[src/rtl/vga_timing_gen.sv]
//------------------------------------------------------------------------------
// vga_timing_gen
//
// Free-running raster timing generator for 640x480@60 Hz (default parameters).
// Runs from the 50 MHz board clock and derives a 25 MHz pixel strobe. It
// produces a registered position (hcount/vcount) with sync, blanking and
// line/frame start pulses that are all decoded from the same position, so the
// outputs never skew against each other.
//
// Ports:
//   clk          in   50 MHz system clock, rising edge
//   rst_n        in   asynchronous active-low reset
//   pix_en       out  pixel strobe, high every other clk cycle
//   hcount[9:0]  out  horizontal position, 0..H_TOTAL-1
//   vcount[9:0]  out  vertical position, 0..V_TOTAL-1
//   hsync        out  horizontal sync, asserted level = SYNC_POL
//   vsync        out  vertical sync, asserted level = SYNC_POL
//   video_on     out  high while the position is inside the active area
//   line_start   out  one-clk pulse on the first cycle of each line
//   frame_start  out  one-clk pulse on the first cycle of each frame
//
// H_TOTAL and V_TOTAL must each be at most 1024 (10-bit counters).
//------------------------------------------------------------------------------
module vga_timing_gen #(
    parameter int unsigned H_ACTIVE = 640,
    parameter int unsigned H_FP     = 16,
    parameter int unsigned H_SYNC   = 96,
    parameter int unsigned H_BP     = 48,
    parameter int unsigned V_ACTIVE = 480,
    parameter int unsigned V_FP     = 10,
    parameter int unsigned V_SYNC   = 2,
    parameter int unsigned V_BP     = 33,
    parameter logic        SYNC_POL = 1'b0
) (
    input  logic       clk,
    input  logic       rst_n,
    output logic       pix_en,
    output logic [9:0] hcount,
    output logic [9:0] vcount,
    output logic       hsync,
    output logic       vsync,
    output logic       video_on,
    output logic       line_start,
    output logic       frame_start
);

    localparam int unsigned H_TOTAL = H_ACTIVE + H_FP + H_SYNC + H_BP;
    localparam int unsigned V_TOTAL = V_ACTIVE + V_FP + V_SYNC + V_BP;

    localparam logic [9:0] H_LAST       = 10'(H_TOTAL - 1);
    localparam logic [9:0] V_LAST       = 10'(V_TOTAL - 1);
    localparam logic [9:0] H_VIS_END    = 10'(H_ACTIVE);
    localparam logic [9:0] V_VIS_END    = 10'(V_ACTIVE);
    localparam logic [9:0] H_SYNC_START = 10'(H_ACTIVE + H_FP);
    localparam logic [9:0] H_SYNC_END   = 10'(H_ACTIVE + H_FP + H_SYNC);
    localparam logic [9:0] V_SYNC_START = 10'(V_ACTIVE + V_FP);
    localparam logic [9:0] V_SYNC_END   = 10'(V_ACTIVE + V_FP + V_SYNC);

    // Look-ahead position: the position the outputs will show on the next
    // edge. It advances on the edge where pix_en is high, so the registered
    // outputs change one edge later, together with pix_en rising. That makes
    // every pixel last two cycles with pix_en high in the first of them.
    logic [9:0] h_pos;
    logic [9:0] v_pos;
    logic [9:0] h_pos_nxt;
    logic [9:0] v_pos_nxt;

    logic hsync_nxt;
    logic vsync_nxt;
    logic video_on_nxt;
    logic line_start_nxt;
    logic frame_start_nxt;

    // Position advance with horizontal and vertical wrap.
    always_comb begin
        // NOTE: every signal assigned in a combinational block gets a default
        // first; a path that leaves one unassigned would infer a latch.
        h_pos_nxt = h_pos;
        v_pos_nxt = v_pos;
        if (pix_en) begin
            if (h_pos == H_LAST) begin
                h_pos_nxt = '0;
                if (v_pos == V_LAST) begin
                    v_pos_nxt = '0;
                end else begin
                    v_pos_nxt = v_pos + 10'd1;
                end
            end else begin
                h_pos_nxt = h_pos + 10'd1;
            end
        end
    end

    // Decode of the position about to be presented on the outputs.
    always_comb begin
        hsync_nxt = ~SYNC_POL;
        vsync_nxt = ~SYNC_POL;
        if ((h_pos >= H_SYNC_START) && (h_pos < H_SYNC_END)) begin
            hsync_nxt = SYNC_POL;
        end
        if ((v_pos >= V_SYNC_START) && (v_pos < V_SYNC_END)) begin
            vsync_nxt = SYNC_POL;
        end
        video_on_nxt    = (h_pos < H_VIS_END) && (v_pos < V_VIS_END);
        // Next pix_en is ~pix_en: pulse only on the first cycle of pixel 0.
        line_start_nxt  = (h_pos == '0) && !pix_en;
        frame_start_nxt = line_start_nxt && (v_pos == '0);
    end

    // NOTE: sequential state uses non-blocking assignments only, so every
    // register samples the pre-edge values regardless of statement order.
    always_ff @(posedge clk or negedge rst_n) begin
        if (!rst_n) begin
            pix_en      <= 1'b0;
            h_pos       <= '0;
            v_pos       <= '0;
            hcount      <= '0;
            vcount      <= '0;
            hsync       <= ~SYNC_POL;
            vsync       <= ~SYNC_POL;
            video_on    <= 1'b0;
            line_start  <= 1'b0;
            frame_start <= 1'b0;
        end else begin
            pix_en      <= ~pix_en;
            h_pos       <= h_pos_nxt;
            v_pos       <= v_pos_nxt;
            hcount      <= h_pos;
            vcount      <= v_pos;
            hsync       <= hsync_nxt;
            vsync       <= vsync_nxt;
            video_on    <= video_on_nxt;
            line_start  <= line_start_nxt;
            frame_start <= frame_start_nxt;
        end
    end

endmodule

[config.mk]
export PLATFORM = sky130hd
export DESIGN_NAME = vga_timing_gen
export DESIGN_NICKNAME = d
export VERILOG_FILES = /design/src/rtl/vga_timing_gen.sv
export SDC_FILE = /design/constraint.sdc
export NUM_CORES = 1
export LEC_CHECK = 0
export ABC_CLOCK_PERIOD_IN_PS = 2650
export CAP_MARGIN = 20
export CORE_ASPECT_RATIO = 1.5
export CORE_UTILIZATION = 52
export CTS_BUF_LIST = sky130_fd_sc_hd__clkbuf_16
export DETAILED_ROUTE_END_ITERATION = 10
export GPL_TIMING_DRIVEN = 0
export HOLD_SLACK_MARGIN = 0.08
export PLACE_DENSITY = 0.77
export SLEW_MARGIN = 20
export SYNTH_ARGS = -nofsm -noshare
export SYNTH_HDL_FRONTEND = slang
export SYNTH_SLANG_ARGS = --single-unit
[constraint.sdc]
create_clock -name clk -period 2.65 [get_ports clk]
set_input_delay 0.3975 -clock clk [delete_from_list [all_inputs] [get_ports clk]]
set_output_delay 0.3975 -clock clk [all_outputs]
set_load 0.02 [all_outputs]
Yosys cells after proc, flatten, opt, wreduce, memory -nomap -nowiden
Cells that the tools add are included.

Register bits: 46. Input bits: 2. Output and inout port bits: 26. Logic and storage cells: 34.

Add/sub/neg operators: 2. Order comparisons: 6. Equal/unequal tests: 2. Mux-type cells: 4. Bitwise logic cells: 1. Reduce and logical (&&, ||, !) cells: 9.

Operator list (number): $add 10x1->10 const B (2); $eq 10x10->1 const B (2); $logic_not 10->1 (2); $lt 10x10->1 const B (2); $lt 10x9->1 const B (2); $mux 10 (2); $ge 10x10->1 const B (1); $ge 10x9->1 const B (1); $logic_and 1x1->1 (5); $mux 1 (2); $reduce_and 2->1 (1); $logic_not 1->1 (1); $not 1->1 (1).

Longest topological paths before layout
Word-level depth: 3. Depth in mapped cells: 6. Depth with buffers taken out: 6.

Least setup slack after synthesis
Ideal clock, no wire load.

Path kind: flip-flop to flip-flop. Start point: register pix_en. End point: register v_pos[4]. Library setup time: 0.066 ns. Data arrival time: 1.986 ns. Required time: 2.584 ns. Setup slack: 0.598 ns. Cell stages (with the launch flop): 7. Buffers on the path: 2. Clock period less this slack: 2.052 ns. Path through: dfrtp_1 -> clkbuf_1 -> nand3_1 -> or4b_1 -> buf_2 -> or4_1 -> nand2_1.

Word-level cells in the longest chain between the ends: 1.

Ends and longest elaborated chain: start: declaration (line 37) `output logic pix_en,`; start signal: assignment (line 125) `pix_en <= ~pix_en;`; $reduce_and 2->1 (no line); end signal: assignment (line 127) `v_pos <= v_pos_nxt;`; end: declaration (line 64) `logic [9:0] v_pos;`.

Every way passes these cells. A chain may end at the register's enable or synchronous reset.

Final worst setup path
Ends and elaborated chain as after synthesis.

==> flow_summary.ini <==
[clock_network]
cts_tree = yes
cts_setup_buffers = 0
cts_resized = 0
cts.sinks = 46
ctsHoldBuffers = 0
clk_path_buf_depth = 2
htree_num_levels = 2
path_clk_slew_ps = 60
cts-root-buf = clkbuf_16
clk_latency_ps = 280
cts_made_buffers = 5

[detailed_routing]
highest_layer = met4
routed-wl-met3_um = 139
ant_nets = 0
wl_met2_mm = 1.79
viasPerCell = 5.55
avgRoutedWirePerCell_um = 14.6
dr.pass1.iters = 4
wl_met1_mm = 1.28
drc_errors = 0
drt_iter0_markers = 39
wirelength_mm = 3.29
vias = 1255

[logic_synthesis]
synthMostInstantiatedCell = dfrtp_1
synth_seq_cells = 46
synth_nets = 158
synth_top_cells_by_count = dfrtp_1 (44), nor2_1 (10)
synthArstFlopShare_pct = 100
synth_enable_flop_cells = 0
synthCells = 151
ys_warn_count = 0
synth_area_leader_cell = dfrtp_1
post_synth.cell_area_avg_um2 = 12.0
synth_ff_type = dfrtp_1
synth_area_um2 = 1810
synth_area_leaders = dfrtp_1 (61%), ha_1 (3.5%), dfstp_2 (2.9%)
synth_top_area_share_pct = 60.7
yosysSeqAreaShare_pct = 63.6
synth.distinct_cells = 32

[power_and_ir_drop]
seqPwrFrac_pct = 55.0
power.total_w = 0.00128
peakVddDrop_v = 0.000495
p_sw_w = 0.000235
power_density_nw_per_um2 = 559
clkPwrFrac_pct = 43.6
power.share.switching_pct = 18.4
p_comb_share_pct = 1.4
p_leak_nw = 1.04
p_int_w = 0.00104

[grt]
grt_antenna_before_repair = 0
grt_pass1_wl_mm = 5.61
grt_usage_pct = 21.0
grt_pass1_vias = 1229
grt_max_degree = 28
grt_overflow_total = 0

[setup_path]
startpoint_type = flip-flop
reg2reg_from = pix_en
worstPathRequired_ps = 2870
critPathLaunch = pix_en
cp-endpoint = v_pos[4]
rr_endpoint = v_pos[4]
arrival_ps = 2400
crit_type = flip-flop to flip-flop
cp-end-kind = flip-flop
r2r_setup_slack_ps = 470
r2r_cells = 6
worstPathMaxFanout = 8

[placement]
routabilityCongestion = 0.837
portBuffers = 27
dpl.hpwl_mm = 2.36
placed_cells = 219

[sta]
fin_skew_ps = 6.30
setup_tns_ps = 0
setup_violations = 0
maxSlewHeadroom_pct = 68.6
slew_viol_final = 0
rsz0062_at_grt = no
fin_crit_sh_pct = 82.4
fmax_mhz = 458
hold_viol = 0
finalCriticalPeriod_ps = 2180
worst_slew_pin_slew_ps = 471

[finish]
fillers = 233
area_growth_pct = 26.2
diodes = 0
layout-drive-gt1-share_pct = 6.45
layout.cells.non_filler = 226
seqCellArea_um2 = 1150
nNetsFinal = 193
multi_input_area_um2 = 608

[flow_run]
drv_cap = 0

[min_path]
hp-class = input port to async pin

[outcome]
status = complete, no violations

[floorplan]
initial_core_util_pct = 56.3
die_w_um = 50.2
rows = 25
die_area_um2 = 3730
die_h_um = 74.3
core_um2 = 3220
pin_count = 28
## cell families (layout without fill, tap and decap cells)
kind of cell             count (synthesis)  count (layout)  synth area share (%)
AO/OA/AOI/OAI                           23              23                  7.73
XOR/XNOR                                 8               8                  3.86
adder cells (fa/ha/maj)                  5               5                  3.45
buffers and inverters                   13              48                  2.83
flip-flops                              46              46                  63.6
multiplexers                             1               1                 0.552
AND/OR/NAND/NOR                         55              55                  17.9
## metrics by stage
| stage | utilization [%] | hold slack, ps | cell area (µm²) | setup slack, ps |
|---|---|---|---|---|
| floorplan | - | 102 | 1810 | 598 |
| global placement | 66.2 | 354 | 2130 | 132 |
| detailed placement | 66.9 | 370 | 2160 | 516 |
| CTS | 71.0 | 81.8 | 2290 | 461 |
| global route | 71.0 | 105 | 2290 | 277 |
| finish | 71.0 | 66.2 | 2290 | 467 |
## metal layers
metal,track usage (%),up-vias
met1,22.3,605
met2,37.0,38
li1,-,604
met3,5.11,8
met4,13.0,0
met5,0,-
## registers in the layout, indices dropped and copies added (netlist names)
register and flops:
hsync 1, line_start 1, vsync 1, hcount 10
vcount 10, frame_start 1, v_pos 10, video_on 1
pix_en 1, h_pos 10
## placed cells by master (no fill, tap or decap), drive strengths merged, types with 2 or more instances in the layout
| master | synthesis | layout |
|---|---|---|
| dfrtp | 44 | 44 |
| clkdlybuf4s50 | 0 | 26 |
| inv | 8 | 10 |
| nor2 | 10 | 10 |
| nand4 | 8 | 8 |
| nand2 | 8 | 8 |
| o21ai | 8 | 8 |
| clkbuf | 3 | 8 |
| xnor2 | 6 | 6 |
| nor3 | 5 | 5 |
| nand3 | 5 | 5 |
| and3 | 5 | 5 |
| ha | 5 | 5 |
| and4 | 4 | 4 |
| o31ai | 4 | 4 |
| buf | 2 | 4 |
| a21oi | 3 | 3 |
| nor4b | 3 | 3 |
| nor2b | 2 | 2 |
| xor2 | 2 | 2 |
| o22ai | 2 | 2 |
| a21o | 2 | 2 |
| a31oi | 2 | 2 |
| dfstp | 2 | 2 |
## layout make-up
class                      instances  share of cell area, %
buffer                             5                  0.929
clock buffer                       5                   5.47
clock inverter                     2                  0.328
inverter                           8                   1.31
multi-input combinational         92                   26.6
sequential                        46                   50.4
tap                               40                   2.19
timing repair buffer              28                   12.8
## power by group through the flow
stage / Sequential [W] / Clock, W / Combinational, W
final: 0.000703 / 0.000558 / 0.0000178
after floorplan: 0.000715 / 0 / 0.000000000254
after detailed placement: 0.000715 / 0 / 0.0000191
after CTS: 0.000703 / 0.000567 / 0.0000190
after global routing: 0.000702 / 0.000594 / 0.0000209
after global placement: 0.000715 / 0 / 0.0000140
## worst min path at each step
stage	from	end	slack (ps)	cells after the start
finish	rst_n	hcount[7]	70	1
global placement	h_pos[5]	hcount[5]	350	0
global route	rst_n	h_pos[6]	100	1
CTS	rst_n	vcount[7]	80	1
detailed placement	h_pos[5]	hcount[5]	370	0
floorplan	rst_n	frame_start	100	0
## worst max-delay path: stages (launching register included)
cell and delay, ps:
dfrtp_1 340, clkbuf_1 310, nand3_1 220, or4b_1 500
buf_2 170, or4_1 500, nand2_1 80
(Power assumes the default switching activity.)
